### src/rtl/lagarto_store_buffer.sv
// lagarto_store_buffer
//
// FIFO of committed stores that sits between the dcache interface and the
// L1 data cache store port. The core retires a store as soon as it is
// written here; the buffer then presents stores to the cache one at a
// time, in strict FIFO order, as the cache grants them.
//
// Loads query the buffer combinationally. A load is flagged when it hits
// any pending store, or the store being written this cycle, in the same
// 8-byte word. This lets the load path hold the load until the store
// drains.
//
// Ports
//   clk_i, rstn_i        clock; asynchronous active-low reset
//   st_*_i, st_ready_o   store enqueue (valid/ready)
//   mem_req_*_o          head store presented to the cache
//   mem_gnt_i            cache accepted the head store
//   ld_chk_*_i           load address to check against pending stores
//   ld_conflict_o        load aliases a pending or incoming store
//   empty_o, count_o     occupancy status (used by fences and atomics)
module lagarto_store_buffer #(
  parameter int DEPTH   = 4,
  parameter int INDEX_W = 12,
  parameter int TAG_W   = 44
) (
  input  logic               clk_i,
  input  logic               rstn_i,
  input  logic               st_valid_i,
  input  logic [INDEX_W-1:0] st_index_i,
  input  logic [TAG_W-1:0]   st_tag_i,
  input  logic [63:0]        st_wdata_i,
  input  logic [7:0]         st_be_i,
  input  logic [1:0]         st_size_i,
  output logic               st_ready_o,
  output logic               mem_req_valid_o,
  output logic [INDEX_W-1:0] mem_req_index_o,
  output logic [TAG_W-1:0]   mem_req_tag_o,
  output logic [63:0]        mem_req_wdata_o,
  output logic [7:0]         mem_req_be_o,
  output logic [1:0]         mem_req_size_o,
  output logic               mem_req_we_o,
  output logic               mem_req_tag_valid_o,
  input  logic               mem_gnt_i,
  input  logic [INDEX_W-1:0] ld_chk_index_i,
  input  logic [TAG_W-1:0]   ld_chk_tag_i,
  input  logic               ld_chk_valid_i,
  output logic               ld_conflict_o,
  output logic               empty_o,
  output logic [$clog2(DEPTH):0] count_o
);

  localparam int PTR_W = $clog2(DEPTH);
  localparam int CNT_W = PTR_W + 1;

  logic [INDEX_W-1:0] idx_mem  [DEPTH];
  logic [TAG_W-1:0]   tag_mem  [DEPTH];
  logic [63:0]        data_mem [DEPTH];
  logic [7:0]         be_mem   [DEPTH];
  logic [1:0]         size_mem [DEPTH];

  logic [PTR_W-1:0] head;
  logic [PTR_W-1:0] tail;
  logic [CNT_W-1:0] count;
  logic [CNT_W-1:0] count_next;

  logic enq;
  logic deq;
  logic hit;
  logic [PTR_W-1:0] offs [DEPTH];

  // Byte-offset bits of the load index never take part in the word match.
  logic unused_ld_lsb;
  assign unused_ld_lsb = ^ld_chk_index_i[2:0];

  // Ready and valid depend only on registered state: no bypass in either direction.
  assign st_ready_o          = (count != CNT_W'(DEPTH));
  assign mem_req_valid_o     = (count != '0);
  assign mem_req_tag_valid_o = mem_req_valid_o;
  assign mem_req_we_o        = 1'b1;
  assign empty_o             = (count == '0);
  assign count_o             = count;

  assign enq = st_valid_i & st_ready_o;
  assign deq = mem_req_valid_o & mem_gnt_i;

  assign count_next = count + CNT_W'(enq) - CNT_W'(deq);

  assign mem_req_index_o = idx_mem[head];
  assign mem_req_tag_o   = tag_mem[head];
  assign mem_req_wdata_o = data_mem[head];
  assign mem_req_be_o    = be_mem[head];
  assign mem_req_size_o  = size_mem[head];

  always_ff @(posedge clk_i or negedge rstn_i) begin
    if (!rstn_i) begin
      head  <= '0;
      tail  <= '0;
      count <= '0;
    end else begin
      if (enq) tail <= tail + 1'b1;
      if (deq) head <= head + 1'b1;
      count <= count_next;
    end
  end

  // Entry payload carries no reset; occupancy is tracked by head/count.
  always_ff @(posedge clk_i) begin
    if (enq) begin
      idx_mem[tail]  <= st_index_i;
      tag_mem[tail]  <= st_tag_i;
      data_mem[tail] <= st_wdata_i;
      be_mem[tail]   <= st_be_i;
      size_mem[tail] <= st_size_i;
    end
  end

  // An entry is occupied when its distance from head (mod DEPTH) is below
  // count; this covers the wrapped case and the full case alike. The head
  // entry being granted this cycle is still occupied and still matches.
  always_comb begin
    hit = 1'b0;
    for (int i = 0; i < DEPTH; i++) begin
      offs[i] = PTR_W'(i) - head;
      if (({1'b0, offs[i]} < count) &&
          (tag_mem[i] == ld_chk_tag_i) &&
          (idx_mem[i][INDEX_W-1:3] == ld_chk_index_i[INDEX_W-1:3]))
        hit = 1'b1;
    end
    if (enq && (st_tag_i == ld_chk_tag_i) &&
        (st_index_i[INDEX_W-1:3] == ld_chk_index_i[INDEX_W-1:3]))
      hit = 1'b1;
  end

  assign ld_conflict_o = ld_chk_valid_i & hit;

  always @(posedge clk_i) begin
    if (rstn_i) begin
      assert (!(deq && (count == '0)));
      assert (!(enq && !deq && (count == CNT_W'(DEPTH))));
      assert (count_next <= CNT_W'(DEPTH));
    end
  end

endmodule

### config.mk
export PLATFORM = sky130hd
export DESIGN_NAME = lagarto_store_buffer
export DESIGN_NICKNAME = d
export VERILOG_FILES = /design/src/rtl/lagarto_store_buffer.sv
export SDC_FILE = /design/constraint.sdc
export NUM_CORES = 1
export LEC_CHECK = 0
export CORE_MARGIN = 3
export CORE_UTILIZATION = 40
export DETAILED_ROUTE_END_ITERATION = 10
export GPL_ROUTABILITY_DRIVEN = 0
export GPL_TIMING_DRIVEN = 0
export PLACE_DENSITY = 0.61
export SYNTH_ARGS = -nofsm -noshare
export SYNTH_HDL_FRONTEND = slang
export SYNTH_SLANG_ARGS = --single-unit
### constraint.sdc
create_clock -name clk_i -period 10.55 [get_ports clk_i]
set_input_delay 2.11 -clock clk_i [delete_from_list [all_inputs] [get_ports clk_i]]
set_output_delay 2.11 -clock clk_i [all_outputs]
set_load 0.02 [all_outputs]
==> Word level (Yosys, flattened, before mapping) <==
Memory sizes are Yosys's and may differ from the RTL's.
Cells that the tools add are included.
{ "op_classes": {"addsub": 8, "magnitude_cmp": 4, "n_eq_ne": 11, "muxes": 7, "n_bitwise": 3, "n_reduce_logical": 12} }
{ "op_table": {"columns": ["op", "count"], "rows": [
  ["44-bit equality test", 5],
  ["9-bit equality test", 5],
  ["2-bit by 3-bit < comparator with 1-bit output", 4],
  ["1-bit logical AND", 10],
  ["1-bit two-way mux", 7],
  ["2-bit by 1-bit adder with 2-bit output, second input constant", 2],
  ["1-bit by 2-bit subtractor with 2-bit output, first input constant", 2],
  ["2-bit subtractor, first input constant", 2],
  ["3-bit by 1-bit adder with 3-bit output", 1],
  ["1-bit bitwise AND", 3],
  ["3-bit logical NOT", 1],
  ["3-bit != test, second input constant", 1],
  ["3-bit nonzero test", 1],
  ["3-bit by 1-bit subtractor with 3-bit output", 1]
]} }
{ "totals": {"register_bits": 7, "mem_bits_rw": 520, "in_bits": 191, "output_inout_bits": 139, "memories": 5} }
{ "mem_list": {"columns": ["name", "depth", "width", "rd", "rd_clocked_by_memory_dff", "wr", "line_no", "rtl"], "rows": [
  ["data_mem", 4, 64, 1, 0, 1, "57", "logic [63:0] data_mem [DEPTH];"],
  ["tag_mem", 4, 44, 5, 0, 1, "56", "logic [TAG_W-1:0] tag_mem [DEPTH];"],
  ["idx_mem", 4, 12, 5, 0, 1, "55", "logic [INDEX_W-1:0] idx_mem [DEPTH];"],
  ["be_mem", 4, 8, 1, 0, 1, "58", "logic [7:0] be_mem [DEPTH];"],
  ["size_mem", 4, 2, 1, 0, 1, "59", "logic [1:0] size_mem [DEPTH];"]
]} }

==> Depth between registers and ports, before layout <==
{ "logic_depth": {"ltp_word": 10, "ltp_mapped": 11} }

==> Least setup slack after synthesis <==
Ideal clock, no wire load.
{ "synth_timing": {"kind": "input port to flip-flop", "start": "in st_valid_i", "end": "mem be_mem[0][0] (enable)", "setup_time_ns": 0.506, "arrival_ns": 5.136, "path_slack_ns": 4.908, "stages": 1, "n_path_buf": 0, "cell_sequence": "and3_1"} }
{ "synth_via": {"elab_chain_len": 3} }
{ "synth_lines": {"columns": ["element", "line_no", "rtl"], "rows": [
  ["start: declaration", "28", "input logic st_valid_i,"],
  ["1-bit bitwise AND", "83", "assign enq = st_valid_i & st_ready_o;"],
  ["1-bit two-way mux", "108", "if (enq) begin"],
  ["1-bit two-way mux (not written as such)", "112", "be_mem[tail] <= st_be_i;"],
  ["end: declaration", "58", null]
]} }
No other way between the ends.

==> Worst setup path after layout <==
{ "layout_timing": {"start": "in st_tag_i[42]", "end": "out ld_conflict_o"} }
{ "layout_via": {"elab_chain_len": 5} }
{ "layout_lines": {"columns": ["element", "line_no", "rtl"], "rows": [
  ["start: declaration", "30", "input logic [TAG_W-1:0] st_tag_i,"],
  ["44-bit equality test", "129", "if (enq && (st_tag_i == ld_chk_tag_i) &&"],
  ["1-bit logical AND (2 in series)", "129", null],
  ["1-bit two-way mux", "129", null],
  ["1-bit bitwise AND", "134", "assign ld_conflict_o = ld_chk_valid_i & hit;"],
  ["end: declaration", "47", "output logic ld_conflict_o,"]
]} }
No other way between the ends.

==> metrics.md <==
| Metric | Value |
|---|---|
| Status | `complete, no violations` |
| CTS tree | `done` |
| Depth of the CTS H-tree | `2` |
| Setup violators final | `0` |
| First-pass detailed-route iteration total | `4` |
| Wire per inst | `27.7 um` |
| Clock skew | `0.0203 ns` |
| Final design utilization | `51.1%` |
| Total GRT Usage | `21.3%` |
| Syn avg cell area | `19.6 um^2` |
| Syn Inst Count | `1148` |
| Least-Margin Pin Slew | `1.08 ns` |
| Arr. time, crit path | `4.97 ns` |
| Grt ovf | `0` |
| CTS max path bufs | `3` |
| Remaining DRCs | `0` |
| Synthesis Warnings | `0` |
| Vias per std cell | `5.30` |
| Hold Crit Class | `reg2reg` |
| Chip width | `243 um` |
| Initial antenna violation count | `8` |
| Final Critical Period | `7.08 ns` |
| Hold_buf cts | `0` |
| Die area | `59300 um^2` |
| Clk pin slew, worst setup/hold paths | `0.06 ns` |
| Cell chain of the critical path | `clkdlybuf4s50_1, xor2_1, nor4_1, nand4_1, nor3_1, o41a_1, clkdlybuf4s50_1` |
| Worst Setup SP | `st_tag_i[42]` |
| Max Slew Vio Count | `0` |
| Number of max-cap violations | `0` |
| # nets final | `1691` |
| RSZ-0062 raised after global routing | `false` |
| Port Buffers | `272` |
| DPL Wire Length | `45300 um` |
| Number of synthesized register bits | `527` |
| Final period util | `67.1%` |
| Peak supply drop | `0.180 mV` |
| Share of cells above drive strength 1 | `19.4%` |
| Resize count post-CTS | `0` |
| Slowest cell on crit path | `nor4_1` |
| Max FO, Critical Path | `5` |
| DRT antenna net count | `0` |
| R2r startpoint | `count_o[2]` |
| Largest net degree at the start of global routing | `50` |
| Final setup TNS | `0 ns` |
| Setup ws final | `3.47 ns` |
| Final hold vios | `0` |
| R2r setup slk | `7.82 ns` |
| Slowest stage delay, CP | `0.70 ns` |
| Starting Density | `40.7%` |
| Leak | `9.14 nW` |
| Netlist cell types | `33` |
| CP endpoint kind | `primary output` |
| Most common cell after layout, fill and taps aside | `edfxtp_1` |
| First-pass GRT wire length | `90600 um` |
| Fmax | `141 MHz` |
| Vias in the first global route | `13000` |
| Skew-Pair Late Insertion Delay | `0.61 ns` |
| Post-place setup slack | `3.58 ns` |
| Initial DRC Count | `1005` |
| Sequential area share after synthesis | `70.0%` |
| Core Region | `55400 um^2` |
| CTS buffer count | `57` |
| Die height | `243 um` |
| I/O pin count | `330` |
| P per Cell Area | `279 nW/um^2` |
| Clock sinks | `527` |
| Most frequent CP cell | `clkdlybuf4s50_1` |
| Crit start category | `input pin` |
| R2R depth | `9` |
| Post-CTS Setup Inserts | `0` |
| Placed Cells incl. Taps | `2178` |
| Cell area after synthesis | `22500 um^2` |
| Post-Syn Nets | `1350` |
| Final wirelength | `63200 um` |
| # rows | `86` |
| Worst r2r dst | `count_o[2]` |
| CP Data Required Time | `8.44 ns` |
| Vias | `12100` |
| Post-Layout Cell Count | `2286` |
| CP endpoint | `ld_conflict_o` |
| Area growth syn-to-layout | `25.5%` |
| Filler Cell Count | `4534` |
| Worst Path Class, Setup | `in2out` |
| Commonest cells after routing, fill and taps aside | `edfxtp_1 (520), clkdlybuf4s50_1 (272), xnor2_1 (144)` |
| Worst rel slew slack | `28.0%` |
| Root Driver | `clkbuf_16` |
==> critical path: cells and delay by family <==
family / cells / cell delay, ns
buf+inv: 2 / 1.20
xor+xnor: 1 / 0.22
simple gates: 3 / 1.23
compound gates: 1 / 0.21
==> flip-flops by register name (all words and copies together), names as in the netlist <==
name,cells
data_mem,256
tag_mem,176
idx_mem,48
be_mem,32
size_mem,8
count_o,3
head,2
tail,2
==> Yosys cell counts <==
| cell type | n | area [um^2] |
|---|---|---|
| nand3_1 | 1 | 5.00 |
| o2111ai_1 | 2 | 17.5 |
| nor3_1 | 8 | 40.0 |
| clkbuf_1 | 11 | 41.3 |
| buf_1 | 1 | 3.75 |
| nor2_1 | 2 | 7.51 |
| conb_1 | 1 | 3.75 |
| nor4_2 | 4 | 50.1 |
| nand2b_1 | 1 | 6.26 |
| o41a_1 | 1 | 11.3 |
| nand2_1 | 4 | 15.0 |
| xnor2_2 | 1 | 16.3 |
| inv_1 | 9 | 33.8 |
| xor2_2 | 1 | 16.3 |
| buf_2 | 42 | 210 |
| o21ai_0 | 3 | 15.0 |
| nor4_1 | 32 | 200 |
| mux4_2 | 130 | 2930 |
| and2_1 | 2 | 12.5 |
| nand4_1 | 43 | 269 |
| xor2_1 | 125 | 1090 |
| inv_2 | 1 | 3.75 |
| edfxtp_1 | 520 | 15600 |
| buf_6 | 16 | 180 |
| or3_1 | 1 | 6.26 |
| ha_1 | 10 | 125 |
| o22ai_1 | 1 | 6.26 |
| a21oi_1 | 4 | 20.0 |
| and3_1 | 4 | 25.0 |
| dfrtp_1 | 7 | 175 |
| xnor2_1 | 144 | 1260 |
| buf_4 | 15 | 113 |
| fa_1 | 1 | 20.0 |
==> worst min path at each step <==
stage / cells after the start / start / endpoint
finish: 2 / tail[1] / tail[1]
global route: 2 / tail[0] / tail[0]
CTS: 2 / tail[1] / tail[1]
detailed placement: 2 / tail[1] / tail[1]
global placement: 2 / tail[0] / tail[0]
floorplan: 2 / tail[1] / tail[1]
==> layout make-up <==
class | instances | area, um^2 | share of cell area, %
Sequential cell | 527 | 15800 | 55.8
Clock buffer | 81 | 1540 | 5.43
Multi-Input combinational cell | 526 | 6190 | 21.9
Inverter | 10 | 37.5 | 0.133
Timing Repair Buffer | 282 | 2990 | 10.6
Tap cell | 748 | 936 | 3.31
Antenna cell | 5 | 12.5 | 0.0442
Clock inverter | 22 | 251 | 0.889
Buffer | 85 | 548 | 1.94
==> per-stage QoR <==
stage / total power [mW] / area [um^2] / hold slack [ns]
after floorplan: 4.66 / 22500 / 0.580
after global routing: 8.25 / 28300 / 0.691
after CTS: 8.03 / 28300 / 0.651
after detailed placement: 6.07 / 26500 / 0.640
final: 7.91 / 28300 / 0.644
after global placement: 6.10 / 26200 / 0.601
==> report_power, final <==
part | leakage (nW) | total [mW] | internal (mW) | switching [mW]
clock network | 0.867 | 1.93 | 1.13 | 0.796
logic | 3.43 | 3.07 | 1.38 | 1.69
registers | 4.84 | 2.91 | 2.76 | 0.145
total | 9.14 | 7.91 | 5.28 | 2.63
==> per-layer routing <==
layer | routed length [um] | up-vias | track usage [%] | part of all wire, %
met4 | 2290 | 10 | 7.14 | 3.6
met2 | 30300 | 517 | 34.5 | 48
met1 | 24000 | 6230 | 26.6 | 38
li1 | - | 5233 | - | -
met3 | 6560 | 115 | 7.77 | 10
met5 | 69 | - | 0 | 0.11
==> logic make-up (layout without fill, tap and decap cells) <==
group	count (synthesis)	count (layout)	synth area share, %
flops	527	527	70.0
other cells	1	6	0.0166
mux	130	130	13.0
compound gates	11	11	0.311
xor+xnor	271	271	10.6
fa+ha+maj	11	11	0.644
simple gates	102	102	2.82
buf+inv	95	480	2.60
(Power assumes the default switching activity.)
